[src/rtl/key_schedule_seq.sv]
// key_schedule_seq: sequential AES-128 key expansion. A start strobe loads the
// cipher key, and the block then streams round keys 0..10, one per clock. The
// round-10 key is captured in last_key, and done stays high until the next start.
// Optional feature macro: AES_KEY_BANK_EN adds an 11-entry round-key bank with a
// combinational read port (rd_idx/rd_key).
module key_schedule_seq #(
    parameter int NUM_ROUNDS = 10,
    parameter int KEY_W      = 128
) (
    input  logic             clk,
    input  logic             rst,
    input  logic             start,
    input  logic [KEY_W-1:0] key_in,
    output logic [KEY_W-1:0] round_key,
    output logic [3:0]       round_idx,
    output logic             key_valid,
    output logic             busy,
    output logic             done,
    output logic [KEY_W-1:0] last_key
`ifdef AES_KEY_BANK_EN
    ,
    input  logic [3:0]       rd_idx,
    output logic [KEY_W-1:0] rd_key
`endif
);

    typedef enum logic [1:0] {
        IDLE,
        EXPAND,
        DONE
    } state_t;

    localparam logic [3:0] LAST_IDX = 4'(NUM_ROUNDS);

    // FIPS-197 forward S-box.
    localparam logic [7:0] SBOX [256] = '{
        8'h63, 8'h7c, 8'h77, 8'h7b, 8'hf2, 8'h6b, 8'h6f, 8'hc5, 8'h30, 8'h01, 8'h67, 8'h2b, 8'hfe, 8'hd7, 8'hab, 8'h76,
        8'hca, 8'h82, 8'hc9, 8'h7d, 8'hfa, 8'h59, 8'h47, 8'hf0, 8'had, 8'hd4, 8'ha2, 8'haf, 8'h9c, 8'ha4, 8'h72, 8'hc0,
        8'hb7, 8'hfd, 8'h93, 8'h26, 8'h36, 8'h3f, 8'hf7, 8'hcc, 8'h34, 8'ha5, 8'he5, 8'hf1, 8'h71, 8'hd8, 8'h31, 8'h15,
        8'h04, 8'hc7, 8'h23, 8'hc3, 8'h18, 8'h96, 8'h05, 8'h9a, 8'h07, 8'h12, 8'h80, 8'he2, 8'heb, 8'h27, 8'hb2, 8'h75,
        8'h09, 8'h83, 8'h2c, 8'h1a, 8'h1b, 8'h6e, 8'h5a, 8'ha0, 8'h52, 8'h3b, 8'hd6, 8'hb3, 8'h29, 8'he3, 8'h2f, 8'h84,
        8'h53, 8'hd1, 8'h00, 8'hed, 8'h20, 8'hfc, 8'hb1, 8'h5b, 8'h6a, 8'hcb, 8'hbe, 8'h39, 8'h4a, 8'h4c, 8'h58, 8'hcf,
        8'hd0, 8'hef, 8'haa, 8'hfb, 8'h43, 8'h4d, 8'h33, 8'h85, 8'h45, 8'hf9, 8'h02, 8'h7f, 8'h50, 8'h3c, 8'h9f, 8'ha8,
        8'h51, 8'ha3, 8'h40, 8'h8f, 8'h92, 8'h9d, 8'h38, 8'hf5, 8'hbc, 8'hb6, 8'hda, 8'h21, 8'h10, 8'hff, 8'hf3, 8'hd2,
        8'hcd, 8'h0c, 8'h13, 8'hec, 8'h5f, 8'h97, 8'h44, 8'h17, 8'hc4, 8'ha7, 8'h7e, 8'h3d, 8'h64, 8'h5d, 8'h19, 8'h73,
        8'h60, 8'h81, 8'h4f, 8'hdc, 8'h22, 8'h2a, 8'h90, 8'h88, 8'h46, 8'hee, 8'hb8, 8'h14, 8'hde, 8'h5e, 8'h0b, 8'hdb,
        8'he0, 8'h32, 8'h3a, 8'h0a, 8'h49, 8'h06, 8'h24, 8'h5c, 8'hc2, 8'hd3, 8'hac, 8'h62, 8'h91, 8'h95, 8'he4, 8'h79,
        8'he7, 8'hc8, 8'h37, 8'h6d, 8'h8d, 8'hd5, 8'h4e, 8'ha9, 8'h6c, 8'h56, 8'hf4, 8'hea, 8'h65, 8'h7a, 8'hae, 8'h08,
        8'hba, 8'h78, 8'h25, 8'h2e, 8'h1c, 8'ha6, 8'hb4, 8'hc6, 8'he8, 8'hdd, 8'h74, 8'h1f, 8'h4b, 8'hbd, 8'h8b, 8'h8a,
        8'h70, 8'h3e, 8'hb5, 8'h66, 8'h48, 8'h03, 8'hf6, 8'h0e, 8'h61, 8'h35, 8'h57, 8'hb9, 8'h86, 8'hc1, 8'h1d, 8'h9e,
        8'he1, 8'hf8, 8'h98, 8'h11, 8'h69, 8'hd9, 8'h8e, 8'h94, 8'h9b, 8'h1e, 8'h87, 8'he9, 8'hce, 8'h55, 8'h28, 8'hdf,
        8'h8c, 8'ha1, 8'h89, 8'h0d, 8'hbf, 8'he6, 8'h42, 8'h68, 8'h41, 8'h99, 8'h2d, 8'h0f, 8'hb0, 8'h54, 8'hbb, 8'h16
    };

    // Multiply by x in GF(2^8) with the AES polynomial; steps Rcon each round.
    function automatic logic [7:0] xtime(input logic [7:0] x);
        return {x[6:0], 1'b0} ^ (x[7] ? 8'h1b : 8'h00);
    endfunction

    state_t           state;
    state_t           state_next;
    logic [7:0]       rcon;
    logic             start_ok;
    logic             at_last;
    logic [31:0]      w3_rot;
    logic [31:0]      sub_t;
    logic [31:0]      n0, n1, n2, n3;
    logic [KEY_W-1:0] next_key;

    // start is honoured only outside an expansion in progress.
    assign start_ok = start && (state != EXPAND);
    assign at_last  = (round_idx == LAST_IDX);

    // State register.
    always_ff @(posedge clk or negedge rst) begin
        // NOTE: clocked state uses non-blocking assignments so every register
        // samples pre-edge values, regardless of block ordering.
        if (!rst) begin
            state <= IDLE;
        end else begin
            state <= state_next;
        end
    end

    // Next-state and status outputs decoded from the current state.
    always_comb begin
        // NOTE: every output gets a default before the case so no path leaves
        // a variable unassigned, which would otherwise infer a latch.
        state_next = state;
        busy       = 1'b0;
        key_valid  = 1'b0;
        done       = 1'b0;
        case (state)
            IDLE: begin
                if (start) state_next = EXPAND;
            end
            EXPAND: begin
                busy      = 1'b1;
                key_valid = 1'b1;
                if (at_last) state_next = DONE;
            end
            DONE: begin
                done = 1'b1;
                if (start) state_next = EXPAND;
            end
            default: state_next = IDLE;
        endcase
    end

    // Key-expansion step: RotWord/SubWord on w3, mix in Rcon, then the XOR chain.
    assign w3_rot   = {round_key[23:0], round_key[31:24]};
    assign sub_t    = {SBOX[w3_rot[31:24]], SBOX[w3_rot[23:16]],
                       SBOX[w3_rot[15:8]],  SBOX[w3_rot[7:0]]} ^ {rcon, 24'h000000};
    assign n0       = round_key[127:96] ^ sub_t;
    assign n1       = round_key[95:64]  ^ n0;
    assign n2       = round_key[63:32]  ^ n1;
    assign n3       = round_key[31:0]   ^ n2;
    assign next_key = {n0, n1, n2, n3};

    // Round-key datapath: load on accepted start, advance once per cycle while
    // expanding, capture key 10 into last_key as it is produced.
    always_ff @(posedge clk or negedge rst) begin
        if (!rst) begin
            round_key <= '0;
            round_idx <= 4'd0;
            rcon      <= 8'h01;
            last_key  <= '0;
        end else if (start_ok) begin
            round_key <= key_in;
            round_idx <= 4'd0;
            rcon      <= 8'h01;
        end else if (busy && !at_last) begin
            round_key <= next_key;
            round_idx <= round_idx + 4'd1;
            rcon      <= xtime(rcon);
            if (round_idx == LAST_IDX - 4'd1) last_key <= next_key;
        end
    end

`ifdef AES_KEY_BANK_EN
    logic [KEY_W-1:0] bank [0:NUM_ROUNDS];

    // Bank capture: each streamed key is stored at its own round index.
    always_ff @(posedge clk or negedge rst) begin
        // NOTE: this storage array is deliberately cleared on reset so reads
        // after reset return zero; plain storage arrays normally skip reset.
        if (!rst) begin
            for (int i = 0; i <= NUM_ROUNDS; i++) bank[i] <= '0;
        end else if (key_valid) begin
            bank[round_idx] <= round_key;
        end
    end

    assign rd_key = (rd_idx <= LAST_IDX) ? bank[rd_idx] : '0;
`endif

endmodule

[config.mk]
export PLATFORM = sky130hd
export DESIGN_NAME = key_schedule_seq
export DESIGN_NICKNAME = d
export VERILOG_FILES = /design/src/rtl/key_schedule_seq.sv
export SDC_FILE = /design/constraint.sdc
export NUM_CORES = 1
export LEC_CHECK = 0
export CELL_PAD_IN_SITES_DETAIL_PLACEMENT = 1
export CELL_PAD_IN_SITES_GLOBAL_PLACEMENT = 1
export CORE_ASPECT_RATIO = 1.5
export CORE_MARGIN = 3
export CORE_UTILIZATION = 45
export DETAILED_ROUTE_END_ITERATION = 16
export PLACE_DENSITY_LB_ADDON = 0.1
export SYNTH_ARGS = -nofsm -noshare
export SYNTH_HDL_FRONTEND = slang
export SYNTH_SLANG_ARGS = --single-unit
[constraint.sdc]
create_clock -name clk -period 6.7 [get_ports clk]
set_input_delay 1.005 -clock clk [delete_from_list [all_inputs] [get_ports clk]]
set_output_delay 1.005 -clock clk [all_outputs]
set_load 0.01 [all_outputs]
After elaboration in Yosys (flattened, before gate mapping)
Memories as Yosys holds them, arrays and structs flattened.
Index checks and enable logic that the tools add are counted.
{ "op_classes": {"n_eq_ne": 7, "n_addsub": 1, "bitwise": 11, "muxes": 20, "magnitude_cmp": 4, "reduce_logical": 8} }
{ "ops": {"columns": ["op", "count"], "rows": [
  ["$mux 128", 2],
  ["$xor 32x32->32", 5],
  ["$mux 8", 10],
  ["$ge 9x9->1 const B", 4],
  ["$not 8->9", 4],
  ["$eq 4x4->1 const B", 2],
  ["$mux 4", 2],
  ["$xor 8x5->8", 1],
  ["$mux 5", 1],
  ["$add 4x1->4 const B", 1],
  ["$mux 2", 2],
  ["$ne 2x1->1 const B", 2],
  ["$pmux 2 s2", 1],
  ["$reduce_and 3->1", 1],
  ["$eq 2x1->1 const B", 1],
  ["$eq 2x2->1 const B", 1],
  ["$logic_and 1x1->1", 2],
  ["$logic_not 2->1", 1],
  ["$mux 1", 2],
  ["$ne 2x2->1 const B", 1],
  ["$reduce_and 2->1", 1],
  ["$reduce_bool 2->1", 1],
  ["$reduce_or 2->1", 1],
  ["$logic_not 1->1", 1],
  ["$not 1->1", 1]
]} }
{ "word_totals": {"memories": 4, "romBits": 8192, "wordCells": 60, "ff_bits": 270} }
{ "memory_table": {"columns": ["memory", "depth", "word_bits", "rd", "rd_clocked_by_memory_dff", "wr", "line_no", "source"], "rows": [
  ["(no name shown)", 256, 8, 1, 0, 0, "113", "SBOX[w3_rot[15:8]], SBOX[w3_rot[7:0]]} ^ {rcon, 24'h000000};"],
  ["(no name shown)", 256, 8, 1, 0, 0, "113", null],
  ["(no name shown)", 256, 8, 1, 0, 0, "112", "assign sub_t = {SBOX[w3_rot[31:24]], SBOX[w3_rot[23:16]],"],
  ["(no name shown)", 256, 8, 1, 0, 0, "112", null]
]} }

Logic depth before layout (Yosys ltp)
Gate-level depths: netlist of run 1.
{ "logic_depth": {"ltp_word": 11, "ltp_mapped": 16, "ltp_nobuf": 11} }

Worst setup path after synthesis of run 1
OpenSTA, ideal clock, no wires.
{ "synth_path": {"path_kind": "flip-flop to flip-flop", "from": "register round_key[9]", "to": "register round_key[54]", "n_path_buf": 3, "period_less_slack_ps": 4502, "stages_incl_launch_ff": 15, "setup_ps": 126, "path_slack_ps": 2198, "required_time_ps": 6574, "arrival_ps": 4376, "path_cell_list": "dfrtp_1 clkbuf_1 clkbuf_1 buf_2 clkinv_1 ha_1 nor2b_1 nor2_1 mux4_2 mux4_2 mux2i_1 xor2_1 xnor2_1 o21ai_0 a221o_1"} }
{ "synth_between": {"elab_chain_cells": 10} }
{ "synth_rtl": {"columns": ["element", "line_no", "source"], "rows": [
  ["start, declared", "14", "output logic [KEY_W-1:0] round_key,"],
  ["start signal, assigned", "129", "round_key <= key_in;"],
  ["start signal, assigned", "133", "round_key <= next_key;"],
  ["$not 8->9 (not written as such)", "112", null],
  ["$mem_v2 256x8", null, null],
  ["$mux 8 (not written as such) (2 in a row)", "112", null],
  ["$xor 32x32->32", "113", null],
  ["$xor 32x32->32", "114", "assign n0 = round_key[127:96] ^ sub_t;"],
  ["$xor 32x32->32", "115", "assign n1 = round_key[95:64] ^ n0;"],
  ["$xor 32x32->32", "116", "assign n2 = round_key[63:32] ^ n1;"],
  ["$mux 128", "132", "end else if (busy && !at_last) begin"],
  ["$mux 128", "128", "end else if (start_ok) begin"]
]} }
Every way passes these cells. The select of a mux whose other input is x is not followed.
A chain may end at the register's enable or synchronous reset.

Final worst setup path of run 1
{ "layout_path": {"from": "register round_key[25]", "to": "register round_key[7]"} }
{ "layout_between": {"elab_chain_cells": 11} }
{ "layout_rtl": {"columns": ["element", "line_no", "source"], "rows": [
  ["$not 8->9 (not written as such)", "113", null],
  ["$mem_v2 256x8", null, null],
  ["$mux 8 (not written as such) (2 in a row)", "113", null],
  ["$xor 32x32->32", "113", null],
  ["$xor 32x32->32", "114", null],
  ["$xor 32x32->32", "115", null],
  ["$xor 32x32->32", "116", null],
  ["$xor 32x32->32", "117", "assign n3 = round_key[31:0] ^ n2;"],
  ["$mux 128", "132", null],
  ["$mux 128", "128", null]
]} }
Every way passes these cells. The select of a mux whose other input is x is not followed.

==> results of run 1 <==
-- registers in the layout, indices dropped and copies added (netlist names) --
signal     flops
last_key     128
round_key    128
rcon           8
round_idx      4
state          2
-- cell usage in the layout (no fill, tap or decap), drive strengths merged, types with 49 or more instances in the layout --
master / instances
mux4: 71
dfrtp: 269
a221o: 60
o211ai: 51
buf: 85
nand2b: 70
clkdlybuf4s50: 392
o311ai: 60
nor2b: 96
mux2i: 51
nand2: 404
nand3: 93
ha: 63
nor2: 190
inv: 75
o21ai: 372
a21oi: 176
a22oi: 49
nor3: 143
xnor2: 111
a31oi: 53
-- worst max path at each step --
stage                                to  slack [ns]  depth (start not counted)
final                      round_key[7]        1.73                         11
after detailed placement   round_key[7]        1.86                         11
after global routing      round_key[25]        1.55                         12
after floorplan           round_key[54]        2.20                         14
after CTS                  round_key[7]        1.81                         11
after global placement     round_key[7]        1.93                         11
-- logic make-up (layout without fill, tap and decap cells) --
family | Yosys count | count (layout) | share of synthesized area
AO/OA/AOI/OAI | 1213 | 1213 | 0.297
flip-flops | 270 | 270 | 0.242
XOR/XNOR | 172 | 172 | 0.0654
AND/OR/NAND/NOR | 1222 | 1222 | 0.214
buffers and inverters | 483 | 615 | 0.0712
other | 0 | 12 | 0
adder cells (fa/ha/maj) | 63 | 63 | 0.0282
multiplexers | 140 | 140 | 0.0828
-- metrics by stage --
step           area, um2  setup WS (ns)
2_1_floorplan      28000           2.20
3_3_place_gp       31900           1.93
3_5_place_dp       31900           1.86
4_1_cts            33000           1.81
5_1_grt            33000           1.55
6_report           33000           1.73
-- worst reg2reg max path: stages (launching register included) --
cell and delay [ns]:
sky130_fd_sc_hd__dfrtp_1 0.34, sky130_fd_sc_hd__buf_4 0.46, sky130_fd_sc_hd__ha_1 0.77, sky130_fd_sc_hd__nand2b_1 0.30
sky130_fd_sc_hd__nand2_1 0.09, sky130_fd_sc_hd__mux4_2 0.46, sky130_fd_sc_hd__mux4_2 0.52, sky130_fd_sc_hd__a221oi_2 0.74
sky130_fd_sc_hd__xnor2_1 0.18, sky130_fd_sc_hd__xnor2_1 0.50, sky130_fd_sc_hd__xnor2_1 0.17, sky130_fd_sc_hd__a221o_1 0.33
-- final cells by class --
| type | count | area (um2) |
|---|---|---|
| antenna | 12 | 30.0 |
| clock buffer | 48 | 960 |
| clock inverter | 10 | 100 |
| fill | 7269 | 28200 |
| inverter | 80 | 300 |
| multi-input combinational | 2810 | 19300 |
| sequential | 270 | 6790 |
| tap | 791 | 990 |
| timing repair buffer | 477 | 4580 |
-- metal layers --
metal,wire length (um),track usage,share of wire
met4,15700,0.362,0.10
met1,51600,0.496,0.34
met3,13300,0.0968,0.087
met5,9,0,0.000059
met2,71500,0.723,0.47
==> impl_metrics.ini, run 1 <==
[synthesis]
synthCells = 3563
synth_edf_count = 0
synth_area_per_cell_um2 = 7.85
ys.flop_type = sky130_fd_sc_hd__dfrtp_1
synth-seq-area-share = 0.242
synthMostInstantiatedCell = sky130_fd_sc_hd__nand2_1
synthArstFlopShare = 1.00
synth_cell_types = 98
biggest_area_consumer_among_synthesized_cells = sky130_fd_sc_hd__dfrtp_1
yosysWarningCount = 0
syn-num-nets = 3757
syn-cell-area_um2 = 28000
synthTopCellsByCount = sky130_fd_sc_hd__nand2_1 (404), sky130_fd_sc_hd__o21ai_0 (370), sky130_fd_sc_hd__dfrtp_1 (269)
synthTopCellsByArea = sky130_fd_sc_hd__dfrtp_1 (24%), sky130_fd_sc_hd__o21ai_0 (6.6%), sky130_fd_sc_hd__mux4_2 (5.7%)
ys_ff_latch = 270
synth_top_area_frac = 0.241

[clock_tree]
post_cts.repair.setup_buffers = 0
cts_inserted_buffers = 31
cts.reportedPaths.clkPinSlew_ns = 0.06
cts-hold-fix-buffers = 0
cts_max_path_buffers = 3
h-tree-depth = 1
clkLatencyLatePin_ns = 0.61
cts-root-buf = sky130_fd_sc_hd__clkbuf_16
post_cts_resize_count = 0
cts.sinks = 270
cts_tree = built

[placement]
dp.final_hpwl_um = 106000
placedCellCount = 4428
io_buffer_count = 393
routabilityCongestion = 1.08

[sta]
slew_violations = 0
period_share = 0.742
fmax_mhz = 201
final_period_minus_worst_setup_slack_ns = 4.97
totalNegativeSetupSlack_ns = 0
timing.final.hold_violations = 0
setup_violations = 0
whs_ns = 0.415
skew_ns = 0.0129
setup_repair_after_global_routing_missed_its_margin = no
worst_pin_slew_ns = 1.21
timing.max_slew.rel_slack = 0.189

[floorplanning]
total_i_o_pin_count = 394
start_util = 0.456
die_h_um = 311
die-area_um2 = 65200
fp-row-count = 111
die_w_um = 210
placeableCoreArea_um2 = 61200

[layout]
finish.net_count = 3864
utilization = 0.539
area.growth.synth_to_final_pct = 18.1
final_layout_size_suffix_gt1_frac = 0.0831
post_layout_nonfiller_instances = 4498

[route]
num_vias = 32600
vias_per_cell = 7.24
wl_per_cell_um = 33.8
detailed_route_drc_error_count = 0
antenna_left = 0
detailedRoute.firstIterationViolations = 4575
pre_antenna_drt_iters = 6
drt_wl_total_um = 152000

[critical_path]
setup.reg_to_reg.worst_slack_ns = 1.73
cp_slowest_cell = sky130_fd_sc_hd__ha_1
required_arrival_time_at_the_worst_endpoint_ns = 7.19
cp_cell_sequence = buf_4 > ha_1 > nand2b_1 > nand2_1 > mux4_2 > mux4_2 > a221oi_2 > xnor2_1 > xnor2_1 > xnor2_1 > a221o_1
endpoint_kind = flop
reg2reg_to = round_key[7]
path_delay_family = compound AO/OA/AOI/OAI gates
worstRegToRegCells = 11
worst_setup_path_start_kind = flop
criticalPathCategory = reg -> reg
critPathLaunch = round_key[25]
critPathArrivalTime_ns = 5.46
critical_path.most_common_cell = sky130_fd_sc_hd__xnor2_1
critical-path-max-stage-delay_ns = 0.76
buf_inv_on_cp = 1
regToRegStartpoint = round_key[25]
worstPathMaxFanout = 41

[grt]
grt_pass1_wl_um = 224000
grtUsageTotal = 0.444
globalRoute.totalOverflow = 0
number_of_global_route_vias_before_repair = 33600
antenna_found_initial = 14
grt_max_degree = 105

[run_status]
outcome = finished clean

[min_path]
timing.hold.worst.class = in -> async

[flow_run]
max-cap-violations = 0
Power of run 1 is not shown: default switching activity piles up to over one toggle a cycle in this logic, so the estimate is an artifact.
==> run 2: changes to the inputs <==
--- a/config.mk
+++ b/config.mk
@@ -9,7 +9,7 @@
 export CELL_PAD_IN_SITES_GLOBAL_PLACEMENT = 1
 export CORE_ASPECT_RATIO = 1.5
 export CORE_MARGIN = 3
-export CORE_UTILIZATION = 45
+export CORE_UTILIZATION = 38
 export DETAILED_ROUTE_END_ITERATION = 16
 export PLACE_DENSITY_LB_ADDON = 0.1
 export SYNTH_ARGS = -nofsm -noshare
==> constraint.sdc (replaced) <==
create_clock -name clk -period 4.5 [get_ports clk]
set_input_delay 0.675 -clock clk [delete_from_list [all_inputs] [get_ports clk]]
set_output_delay 0.675 -clock clk [all_outputs]
set_load 0.01 [all_outputs]
==> impl_metrics.ini, run 2 (synthesis results as in run 1) <==
[critical_path]
setup.reg_to_reg.worst_slack_ns = 0.04
reg2reg_to = round_key[6]
critPathArrivalTime_ns = 4.87
worstRegToRegCells = 11
worst_setup_path_start_kind = flop
required_arrival_time_at_the_worst_endpoint_ns = 4.91
regToRegStartpoint = round_key[25]
criticalPathCategory = reg -> reg
worstPathMaxFanout = 10
endpoint_kind = flop

[clock_tree]
cts-root-buf = sky130_fd_sc_hd__clkbuf_16
post_cts_resize_count = 0
cts_max_path_buffers = 3
post_cts.repair.setup_buffers = 0
clkLatencyLatePin_ns = 0.57
cts.sinks = 270
cts-hold-fix-buffers = 0
h-tree-depth = 2
cts_tree = built
cts_inserted_buffers = 35
cts.reportedPaths.clkPinSlew_ns = 0.06

[grt]
grtUsageTotal = 0.414
globalRoute.totalOverflow = 0
number_of_global_route_vias_before_repair = 34600
grt_pass1_wl_um = 239000
antenna_found_initial = 10
grt_max_degree = 122

[layout]
area.growth.synth_to_final_pct = 25.3
leading_cell_types_in_the_layout_fill_and_taps_excluded = sky130_fd_sc_hd__nand2_1 (403), sky130_fd_sc_hd__clkdlybuf4s50_1 (392), sky130_fd_sc_hd__o21ai_0 (370)
mostFrequentLayoutCell = sky130_fd_sc_hd__nand2_1
layout_top_registers = last_key: 128 flops, round_key: 128 flops, rcon: 8 flops
finish.net_count = 4061
post_layout_nonfiller_instances = 4821
final_layout_size_suffix_gt1_frac = 0.130
utilization = 0.482
fin_area_um2 = 35000

[floorplanning]
placeableCoreArea_um2 = 72700
total_i_o_pin_count = 394
start_util = 0.385
die_h_um = 338
fp-row-count = 121
die_w_um = 227
die-area_um2 = 76900

[run_status]
outcome = finished clean

[sta]
setup_violations = 0
worst_pin_slew_ns = 1.15
period_share = 0.992
fmax_mhz = 224
timing.final.hold_violations = 0
timing.max_slew.rel_slack = 0.226
skew_ns = 0.0170
setup_repair_after_global_routing_missed_its_margin = no
totalNegativeSetupSlack_ns = 0
final_period_minus_worst_setup_slack_ns = 4.46
slew_violations = 0

[placement]
postPlaceCellArea_um2 = 33800
placedCellCount = 4752
dp.final_hpwl_um = 121000
routabilityCongestion = 1.07
io_buffer_count = 393

[route]
antenna_left = 0
num_vias = 33100
drt_wl_total_um = 164000
pre_antenna_drt_iters = 6
detailed_route_drc_error_count = 0
detailedRoute.firstIterationViolations = 3449
vias_per_cell = 6.86
wl_per_cell_um = 34.0

[min_path]
timing.hold.worst.class = in -> async

[flow_run]
max-cap-violations = 0
## run 2: per-stage QoR
step,worst slack (ns),hold WS [ns]
5_1_grt,0.00965,0.296
3_3_place_gp,0.0641,0.462
3_5_place_dp,0.0603,0.463
2_1_floorplan,0.0894,0.379
4_1_cts,0.0398,0.278
6_report,0.0366,0.203
## run 2: worst max-delay path: stages (launching register included)
cell and delay [ns]:
sky130_fd_sc_hd__dfrtp_1 0.35, sky130_fd_sc_hd__inv_1 0.07, sky130_fd_sc_hd__ha_1 0.59, sky130_fd_sc_hd__inv_1 0.30, sky130_fd_sc_hd__mux4_2 0.51, sky130_fd_sc_hd__mux2_2 0.28
sky130_fd_sc_hd__mux4_2 0.48, sky130_fd_sc_hd__mux2i_2 0.43, sky130_fd_sc_hd__xor2_2 0.24, sky130_fd_sc_hd__xor2_2 0.21, sky130_fd_sc_hd__xnor2_1 0.66, sky130_fd_sc_hd__o21ai_0 0.19
## run 2: layout make-up
| type | count | area, um2 |
|---|---|---|
| fillers | 8649 | 37600 |
| multi-input cells | 2810 | 19300 |
| flip-flops and latches | 270 | 6790 |
| repair buffers | 670 | 6320 |
| well taps | 922 | 1150 |
| clock buffers | 50 | 1000 |
| inverters | 80 | 300 |
| clock inverters | 10 | 153 |
| diodes | 9 | 22.5 |
## run 2: metal layers
| metal | vias up | wire length (um) | track usage |
|---|---|---|---|
| li1 | 13800 | - | - |
| met1 | 16600 | 56800 | 0.467 |
| met2 | 1978 | 77200 | 0.676 |
| met3 | 664 | 13700 | 0.0915 |
| met4 | 4 | 16000 | 0.318 |
| met5 | - | 34 | 0 |
## run 2: worst max-delay path by stage
| stage | start | end | slack, ns | depth (start not counted) |
|---|---|---|---|---|
| after floorplan | round_key[9] | round_key[54] | 0.09 | 14 |
| after global placement | round_key[25] | round_key[6] | 0.06 | 11 |
| after detailed placement | round_key[0] | round_key[41] | 0.06 | 12 |
| after CTS | round_key[25] | round_key[6] | 0.04 | 11 |
| after global routing | round_key[25] | round_key[6] | 0.01 | 11 |
| final | round_key[25] | round_key[6] | 0.04 | 11 |
Power of run 2 is left out for the same reason.
